### src/rtl/la_pkg.sv
`default_nettype none
// ============================================================================
//  Module   : la_pkg
//  Brief    : Shared types and helpers for the la_capture_core logic analyser
//  Revision : 1.0 - initial release
// ============================================================================
package la_pkg;

    // Capture FSM state codes; the numeric values are visible on state_o.
    typedef enum logic [2:0] {
        ST_IDLE = 3'd0,
        ST_PRE  = 3'd1,
        ST_WAIT = 3'd2,
        ST_POST = 3'd3,
        ST_DONE = 3'd4
    } la_state_e;

    // Widest probe bus supported; match operands are zero-extended to this.
    localparam int LA_MAX_DATA_W = 64;

    // Address width for a given buffer depth (never narrower than one bit).
    function automatic int la_addr_w(input int depth);
        return (depth <= 1) ? 1 : $clog2(depth);
    endfunction

    // Mask/value comparison: every masked channel must equal its value bit.
    // An all-zero mask therefore matches unconditionally.
    function automatic logic la_match(
        input logic [LA_MAX_DATA_W-1:0] data,
        input logic [LA_MAX_DATA_W-1:0] mask,
        input logic [LA_MAX_DATA_W-1:0] value
    );
        return ((data ^ value) & mask) == '0;
    endfunction

endpackage : la_pkg
`default_nettype wire

### src/rtl/la_sample_ram.sv
`default_nettype none
// ============================================================================
//  Module   : la_sample_ram
//  Brief    : Simple dual-port sample buffer, one write port and one
//             registered read port (block-RAM friendly coding)
//  Revision : 1.0 - initial release
// ============================================================================
module la_sample_ram
    import la_pkg::*;
#(
    parameter int DATA_W = 8,
    parameter int DEPTH  = 256,
    parameter int AW     = la_addr_w(DEPTH)
) (
    input  logic              clk_i,
    input  logic              rst_i,
    input  logic              we_i,
    input  logic [AW-1:0]     waddr_i,
    input  logic [DATA_W-1:0] wdata_i,
    input  logic [AW-1:0]     raddr_i,
    output logic [DATA_W-1:0] rdata_o
);

    // Storage array; contents are intentionally left uninitialised.
    logic [DATA_W-1:0] mem_q [DEPTH];

    // Write port: one sample per enabled cycle.
    always_ff @(posedge clk_i) begin
        if (we_i) begin
            mem_q[waddr_i] <= wdata_i;
        end
    end

    // Registered read port; the output register is cleared by reset so the
    // readout bus is deterministic while the core is held in reset.
    always_ff @(posedge clk_i or posedge rst_i) begin
        if (rst_i) begin
            rdata_o <= '0;
        end else begin
            rdata_o <= mem_q[raddr_i];
        end
    end

endmodule : la_sample_ram
`default_nettype wire

### src/rtl/la_capture_core.sv
`default_nettype none
// ============================================================================
//  Module   : la_capture_core
//  Brief    : Multi-channel logic-analyser capture engine. Samples DATA_W
//             probes into a circular buffer, keeps a programmable number of
//             pre-trigger samples and freezes once DEPTH samples surround the
//             trigger.
//  Revision : 1.0 - initial release
// ============================================================================
module la_capture_core
    import la_pkg::*;
#(
    parameter int DATA_W = 8,
    parameter int DEPTH  = 256,
    parameter int AW     = la_addr_w(DEPTH)
) (
    input  logic              clk_i,
    input  logic              rst_i,
    input  logic [DATA_W-1:0] data_i,
    input  logic              arm_i,
    input  logic              abort_i,
    input  logic [DATA_W-1:0] trig_mask_i,
    input  logic [DATA_W-1:0] trig_value_i,
    input  logic              trig_edge_i,
    input  logic [AW-1:0]     pretrig_i,
    input  logic [AW-1:0]     rd_addr_i,
    output logic [DATA_W-1:0] rd_data_o,
    output logic [2:0]        state_o,
    output logic              triggered_o,
    output logic              done_o,
    output logic [AW-1:0]     trig_idx_o
);

    // Largest post-trigger count (pretrig = 0 leaves DEPTH-1 samples after).
    localparam logic [AW-1:0] POST_MAX = AW'(DEPTH - 1);
    localparam logic [AW-1:0] ONE      = AW'(1);

    la_state_e         state_q;
    logic [AW-1:0]     wr_ptr_q;
    logic [AW-1:0]     fill_q;
    logic [AW-1:0]     post_q;
    logic [AW-1:0]     trig_wr_q;
    logic [AW-1:0]     start_q;
    logic [AW-1:0]     trig_idx_q;
    logic [AW-1:0]     pretrig_q;
    logic [DATA_W-1:0] mask_q;
    logic [DATA_W-1:0] value_q;
    logic              edge_q;
    logic              prev_match_q;
    logic              triggered_q;
    logic              done_q;

    logic              arm_take;
    logic [DATA_W-1:0] eff_mask;
    logic [DATA_W-1:0] eff_value;
    logic              match;
    logic              hit;
    logic              wr_en;
    logic [AW-1:0]     fill_d;
    logic [AW-1:0]     post_d;
    logic [AW-1:0]     rd_phys;

    // abort has priority, so an arm in the same cycle is discarded.
    assign arm_take = arm_i & ~abort_i;

    // On the arm cycle the incoming trigger setup is already in force, so the
    // previous-match history seen by the first armed cycle uses the new setup.
    assign eff_mask  = arm_take ? trig_mask_i  : mask_q;
    assign eff_value = arm_take ? trig_value_i : value_q;

    assign match = la_match(LA_MAX_DATA_W'(data_i),
                            LA_MAX_DATA_W'(eff_mask),
                            LA_MAX_DATA_W'(eff_value));
    assign hit   = edge_q ? (match & ~prev_match_q) : match;

    // Samples are written only in the active capture states; a control pulse
    // takes the place of the write in its cycle.
    assign wr_en = ~arm_i & ~abort_i &
                   ((state_q == ST_PRE) || (state_q == ST_WAIT) || (state_q == ST_POST));

    assign fill_d  = fill_q + ONE;
    assign post_d  = post_q - ONE;
    assign rd_phys = start_q + rd_addr_i;

    assign state_o     = state_q;
    assign triggered_o = triggered_q;
    assign done_o      = done_q;
    assign trig_idx_o  = trig_idx_q;

    // Capture FSM with its pointers, counters and registered status outputs.
    always_ff @(posedge clk_i or posedge rst_i) begin
        if (rst_i) begin
            state_q      <= ST_IDLE;
            wr_ptr_q     <= '0;
            fill_q       <= '0;
            post_q       <= '0;
            trig_wr_q    <= '0;
            start_q      <= '0;
            trig_idx_q   <= '0;
            pretrig_q    <= '0;
            mask_q       <= '0;
            value_q      <= '0;
            edge_q       <= 1'b0;
            prev_match_q <= 1'b0;
            triggered_q  <= 1'b0;
            done_q       <= 1'b0;
        end else begin
            prev_match_q <= match;
            if (abort_i) begin
                state_q     <= ST_IDLE;
                triggered_q <= 1'b0;
                done_q      <= 1'b0;
            end else if (arm_take) begin
                pretrig_q   <= pretrig_i;
                mask_q      <= trig_mask_i;
                value_q     <= trig_value_i;
                edge_q      <= trig_edge_i;
                wr_ptr_q    <= '0;
                fill_q      <= '0;
                triggered_q <= 1'b0;
                done_q      <= 1'b0;
                state_q     <= (pretrig_i == '0) ? ST_WAIT : ST_PRE;
            end else begin
                case (state_q)
                    ST_IDLE: begin
                        state_q <= ST_IDLE;
                    end
                    ST_PRE: begin
                        // Hits are ignored until the pre-trigger window is full.
                        wr_ptr_q <= wr_ptr_q + ONE;
                        fill_q   <= fill_d;
                        if (fill_d == pretrig_q) begin
                            state_q <= ST_WAIT;
                        end
                    end
                    ST_WAIT: begin
                        wr_ptr_q <= wr_ptr_q + ONE;
                        if (hit) begin
                            trig_wr_q   <= wr_ptr_q;
                            triggered_q <= 1'b1;
                            post_q      <= POST_MAX - pretrig_q;
                            if (pretrig_q == POST_MAX) begin
                                // No post samples: the trigger write fills the buffer.
                                state_q    <= ST_DONE;
                                done_q     <= 1'b1;
                                start_q    <= wr_ptr_q - pretrig_q;
                                trig_idx_q <= pretrig_q;
                            end else begin
                                state_q <= ST_POST;
                            end
                        end
                    end
                    ST_POST: begin
                        wr_ptr_q <= wr_ptr_q + ONE;
                        post_q   <= post_d;
                        if (post_q == ONE) begin
                            state_q    <= ST_DONE;
                            done_q     <= 1'b1;
                            start_q    <= trig_wr_q - pretrig_q;
                            trig_idx_q <= pretrig_q;
                        end
                    end
                    ST_DONE: begin
                        state_q <= ST_DONE;
                    end
                    default: begin
                        state_q <= ST_IDLE;
                    end
                endcase
            end
        end
    end

    la_sample_ram #(
        .DATA_W (DATA_W),
        .DEPTH  (DEPTH),
        .AW     (AW)
    ) u_ram (
        .clk_i   (clk_i),
        .rst_i   (rst_i),
        .we_i    (wr_en),
        .waddr_i (wr_ptr_q),
        .wdata_i (data_i),
        .raddr_i (rd_phys),
        .rdata_o (rd_data_o)
    );

endmodule : la_capture_core
`default_nettype wire

### config.mk
export PLATFORM = sky130hd
export DESIGN_NAME = la_capture_core
export DESIGN_NICKNAME = d
export VERILOG_FILES = /design/src/rtl/la_pkg.sv /design/src/rtl/la_sample_ram.sv /design/src/rtl/la_capture_core.sv
export SDC_FILE = /design/constraint.sdc
export NUM_CORES = 2
export LEC_CHECK = 0
export CAP_MARGIN = 40
export CELL_PAD_IN_SITES_DETAIL_PLACEMENT = 0
export CELL_PAD_IN_SITES_GLOBAL_PLACEMENT = 1
export CORE_ASPECT_RATIO = 1.4
export CORE_MARGIN = 4
export CORE_UTILIZATION = 58
export CTS_BUF_LIST = sky130_fd_sc_hd__clkbuf_8
export DETAILED_ROUTE_END_ITERATION = 10
export PLACE_DENSITY = 0.92
export SYNTH_ARGS = -nofsm -noshare
export SYNTH_HDL_FRONTEND = slang
export SYNTH_HIERARCHICAL = 1
export SYNTH_SLANG_ARGS = --single-unit
### constraint.sdc
create_clock -name clk_i -period 3.7 [get_ports clk_i]
set_input_delay 0.925 -clock clk_i [delete_from_list [all_inputs] [get_ports clk_i]]
set_output_delay 0.925 -clock clk_i [all_outputs]
set_load 0.005 [all_outputs]
==> results by group <==
STA
  – Final hold vios: 0
  – Final setup viols: 1
  – Final WS setup: -0.0008797 ns
  – Worst-Margin Slew: 1.031 ns
  – Max-slew headroom: 31.25%
  – Min cycle time layout: 3.701 ns
  – Setup Skew: 0.07165 ns
  – Fin crit share: 100.0%
  – Fmax: 0.2702 GHz
  – Final slew viol count: 0

Clocking
  – Post-CTS Hold Fix Bufs: 0
  – CTS max path bufs: 4
  – Post-CTS setup buffer count: 0
  – Clock latency at the later pin of the worst-skew pair: 1.05 ns
  – CTS clk-pin slew, worst paths: 0.06 ns
  – Clock H-tree levels: 5
  – CTS tree: built
  – Root buffer cell: clkbuf_8
  – TritonCTS Sinks: 2135
  – Cts bufs inserted: 315

Global routing
  – Initial antenna violation count: 4
  – Vias in the first global route: 48830
  – Largest net degree at the start of global routing: 177
  – Grt ovf: 0
  – First-pass GRT wire length: 326.2 mm
  – Total track usage: 29.89%

Placed design
  – IO Port Bufs: 65
  – Post-Place Setup Slack: -1.420 ns
  – RD Place Congestion: 0.9792
  – HPWL after DPL: 147.2 mm

Worst setup path
  – Worst path cell trace: clkdlybuf4s50_1, inv_1, fa_2, clkinv_8, buf_12, buf_12, buf_4, mux4_2, a22oi_1, a21oi_1, nor3_1, buf_4, a211oi_4, nor3b_2
  – Crit start category: input pin
  – Reg2Reg Capture Point: u_ram/rdata_o[7]$_DFF_PP0_
  – CP endpoint kind: flop
  – Worst R2R Setup Slack: 0.02 ns
  – R2r worst-path depth: 16
  – CP Buf/Inv Count: 7
  – CP top delay family: buffers and inverters
  – CP endpoint: u_ram/rdata_o[4]$_DFF_PP0_
  – CP max stage delay: 0.65 ns
  – Critical path origin: rd_addr_i[1]
  – Setup CP Type: in -> reg
  – Crit. path cell count: 14
  – WP data required: 4.59 ns
  – Worst EP arrival: 4.59 ns
  – Critical-path top delay cell: fa_2
  – Reg2reg start: start_q[0]$_DFFE_PP0P_
  – Crit path max fanout: 20

Final layout
  – Reg with most FFs: u_ram/mem_q
  – Fillers: 8468
  – Reg area: 63680 um^2
  – Area growth syn-to-layout: 16.10%
  – Area occupied by multi-input gates: 19350 um^2
  – Final Core Density: 67.81%
  – Largest register FFs: 2048
  – Fraction of layout cells with a size suffix above 1: 30.78%
  – Layout net count: 5111

Pwr
  – Cell Pwr Density: 787.8 nW/um^2
  – Switching part of the total: 35.32%
  – Reg power frac: 35.0%
  – Leakage power: 0.03312 uW
  – Logic pwr share: 42.9%
  – Worst vdd ir: 0.5847 mV
  – Clock power frac: 22.1%
  – Psw: 27270 uW
  – Int Pwr: 49930 uW

Routing
  – WL/cell: 31.25 um
  – # DRC: 0
  – Number of vias per cell: 6.539
  – Drt first pass iters: 6
  – Via count: 47000
  – Initial drt markers: 6434
  – Post-route antenna net violation count: 0
  – DRT Wirelength: 224.6 mm

Min path
  – Hold crit path type: in -> reg

Outcome
  – Failing checks: setup timing
  – Status: finished with violations

Floorplanning
  – Die X-Extent: 330.4 um
  – Die Ht: 459.4 um
  – Number of I/O pins: 66
  – # rows: 165
  – Core Box Area: 144500 um^2
  – Die area: 151800 um^2
  – Effective utilization at floorplan: 58.41%

Logic synthesis
  – Mapped cell area: 84410 um^2
  – Async S/R FF share, synth: 4.075%
  – #FFs+latches synth: 2135
  – Register area share after synthesis: 75.44%
  – Avg Inst Size Synth: 20.07 um^2
  – Ys Warns: 6
  – Number of enable flip-flop cells after synthesis: 2048
  – Net Count, Synth: 4271
  – Mapped Cells: 4206
  – Prevailing post-synth register cell: edfxtp_1
  – Distinct cells, synth: 85

Run
  – Max-Cap Viols: 0
through the flow:
step | total power (uW) | hold WS [ns] | std cells | setup TNS [ns] | cell area [um^2]
final | 77200 | 0.2594 | 7188 | -0.0008797 | 97990
after global routing | 79280 | 0.2114 | 7188 | -0.09673 | 97990
after CTS | 76290 | 0.2159 | 7187 | 0 | 97830
after detailed placement | 58790 | 0.4775 | 6649 | -10.50 | 92120
after global placement | 58160 | 0.4651 | 6647 | -9.897 | 92100
after floorplan | 43870 | 0.4662 | 4206 | 0 | 84410
Yosys cell counts (8+ instances only):
| library cell | number | share of area (%) |
|---|---|---|
| nor4_1 | 30 | 0.22 |
| nand2b_1 | 12 | 0.089 |
| nor2b_1 | 26 | 0.19 |
| xor2_1 | 16 | 0.17 |
| nand3_1 | 34 | 0.20 |
| a211oi_1 | 16 | 0.14 |
| a221oi_1 | 13 | 0.13 |
| o22a_1 | 9 | 0.093 |
| buf_12 | 13 | 0.31 |
| a31oi_1 | 8 | 0.059 |
| a22oi_1 | 139 | 1.2 |
| dfrtp_1 | 87 | 2.6 |
| o22ai_1 | 44 | 0.33 |
| inv_1 | 28 | 0.12 |
| mux4_1 | 38 | 1.2 |
| mux2_4 | 11 | 0.20 |
| or2_2 | 9 | 0.067 |
| xnor2_1 | 21 | 0.22 |
| o221ai_1 | 42 | 0.44 |
| a22o_1 | 17 | 0.18 |
| mux4_2 | 404 | 11 |
| nand2_1 | 93 | 0.41 |
| o21ai_0 | 33 | 0.20 |
| nor3_1 | 30 | 0.18 |
| o211ai_1 | 8 | 0.071 |
| nand4_1 | 15 | 0.11 |
| buf_1 | 15 | 0.067 |
| mux2_2 | 32 | 0.43 |
| mux2i_1 | 160 | 1.9 |
| buf_6 | 30 | 0.40 |
| nor2_1 | 323 | 1.4 |
| clkbuf_1 | 114 | 0.51 |
| buf_4 | 23 | 0.20 |
| a21oi_1 | 106 | 0.63 |
| buf_8 | 11 | 0.20 |
| ha_1 | 18 | 0.27 |
| edfxtp_1 | 2048 | 73 |
| buf_2 | 34 | 0.20 |
area by class of cell:
type,count,area share [%]
well taps,1920,2.452
diodes,1,0.002554
clock inverters,211,1.027
clock buffers,327,4.593
repair buffers,774,7.077
flip-flops and latches,2135,64.98
inverters,28,0.1213
multi-input cells,1792,19.75
power by group through the flow:
stage / Clock (uW) / Combinational, uW / Sequential (uW)
floorplan: 0 / 16500 / 27300
global placement: 0 / 30700 / 27500
detailed placement: 0 / 31300 / 27500
CTS: 17200 / 32100 / 27000
global route: 18500 / 33800 / 27000
finish: 17100 / 33100 / 27000
placed cells by master, fill, tap and decap left out, types with 12 or more instances in the layout:
cell type,netlist,routed
a211oi_1,16,12
a21oi_1,106,92
a21oi_2,0,13
a221oi_1,13,12
a22o_1,17,17
a22oi_1,139,139
buf_12,13,72
buf_4,23,633
clkbuf_8,1,335
clkdlybuf4s50_1,0,56
clkinv_1,0,69
clkinv_2,0,30
dfrtp_1,87,87
edfxtp_1,2048,2048
ha_1,18,17
inv_1,28,124
mux2_2,32,32
mux2i_1,160,160
mux4_1,38,38
mux4_2,404,404
nand2_1,93,92
nand3_1,34,34
nand4_1,15,15
nor2_1,323,320
nor2b_1,26,22
nor3_1,30,26
nor4_1,30,21
o21ai_0,33,32
o221ai_1,42,39
o22ai_1,44,42
xnor2_1,21,15
xor2_1,16,16
repair_timing:
item	CTS	global route
gates resized for setup	37	29
setup endpoints to repair	8	8
pin swaps	6	16
cells by family (layout without fill, tap and decap cells):
kind of cell | count (synthesis) | in the layout | synth area share [%]
DFF | 2135 | 2135 | 75.44
muxes | 645 | 645 | 14.48
and+or+nand+nor | 604 | 604 | 3.224
buffers and inverters | 279 | 1340 | 2.121
adders and majority gates | 20 | 20 | 0.3143
other | 0 | 1 | 0
xor gates and xnor gates | 37 | 37 | 0.3839
AOI/OAI and AO/OA | 486 | 486 | 4.034
worst min-delay path by stage:
| stage | from | to | slack [ns] | depth (start not counted) |
|---|---|---|---|---|
| 2_1_floorplan | value_q[5]$_DFFE_PP0N_ | value_q[5]$_DFFE_PP0N_ | 0.47 | 2 |
| 3_3_place_gp | done_o$_DFFE_PP0P_ | done_o$_DFFE_PP0P_ | 0.47 | 1 |
| 3_5_place_dp | done_o$_DFFE_PP0P_ | done_o$_DFFE_PP0P_ | 0.48 | 1 |
| 4_1_cts | data_i[0] | u_ram/mem_q[174][0]$_DFFE_PP_ | 0.22 | 1 |
| 5_1_grt | data_i[0] | u_ram/mem_q[174][0]$_DFFE_PP_ | 0.21 | 1 |
| 6_report | data_i[3] | u_ram/mem_q[130][3]$_DFFE_PP_ | 0.26 | 1 |
routing by layer:
metal / wire (um) / GRT usage [%] / vias up / part of all wire (%)
met1: 68680 / 34.75 / 23560 / 31
met5: 13 / 0 / - / 0.0058
met3: 23810 / 6.501 / 879 / 11
met4: 21030 / 22.53 / 2 / 9.4
li1: - / - / 19050 / -
met2: 111100 / 48.85 / 3516 / 49
Power figures use the tool's default switching activity.
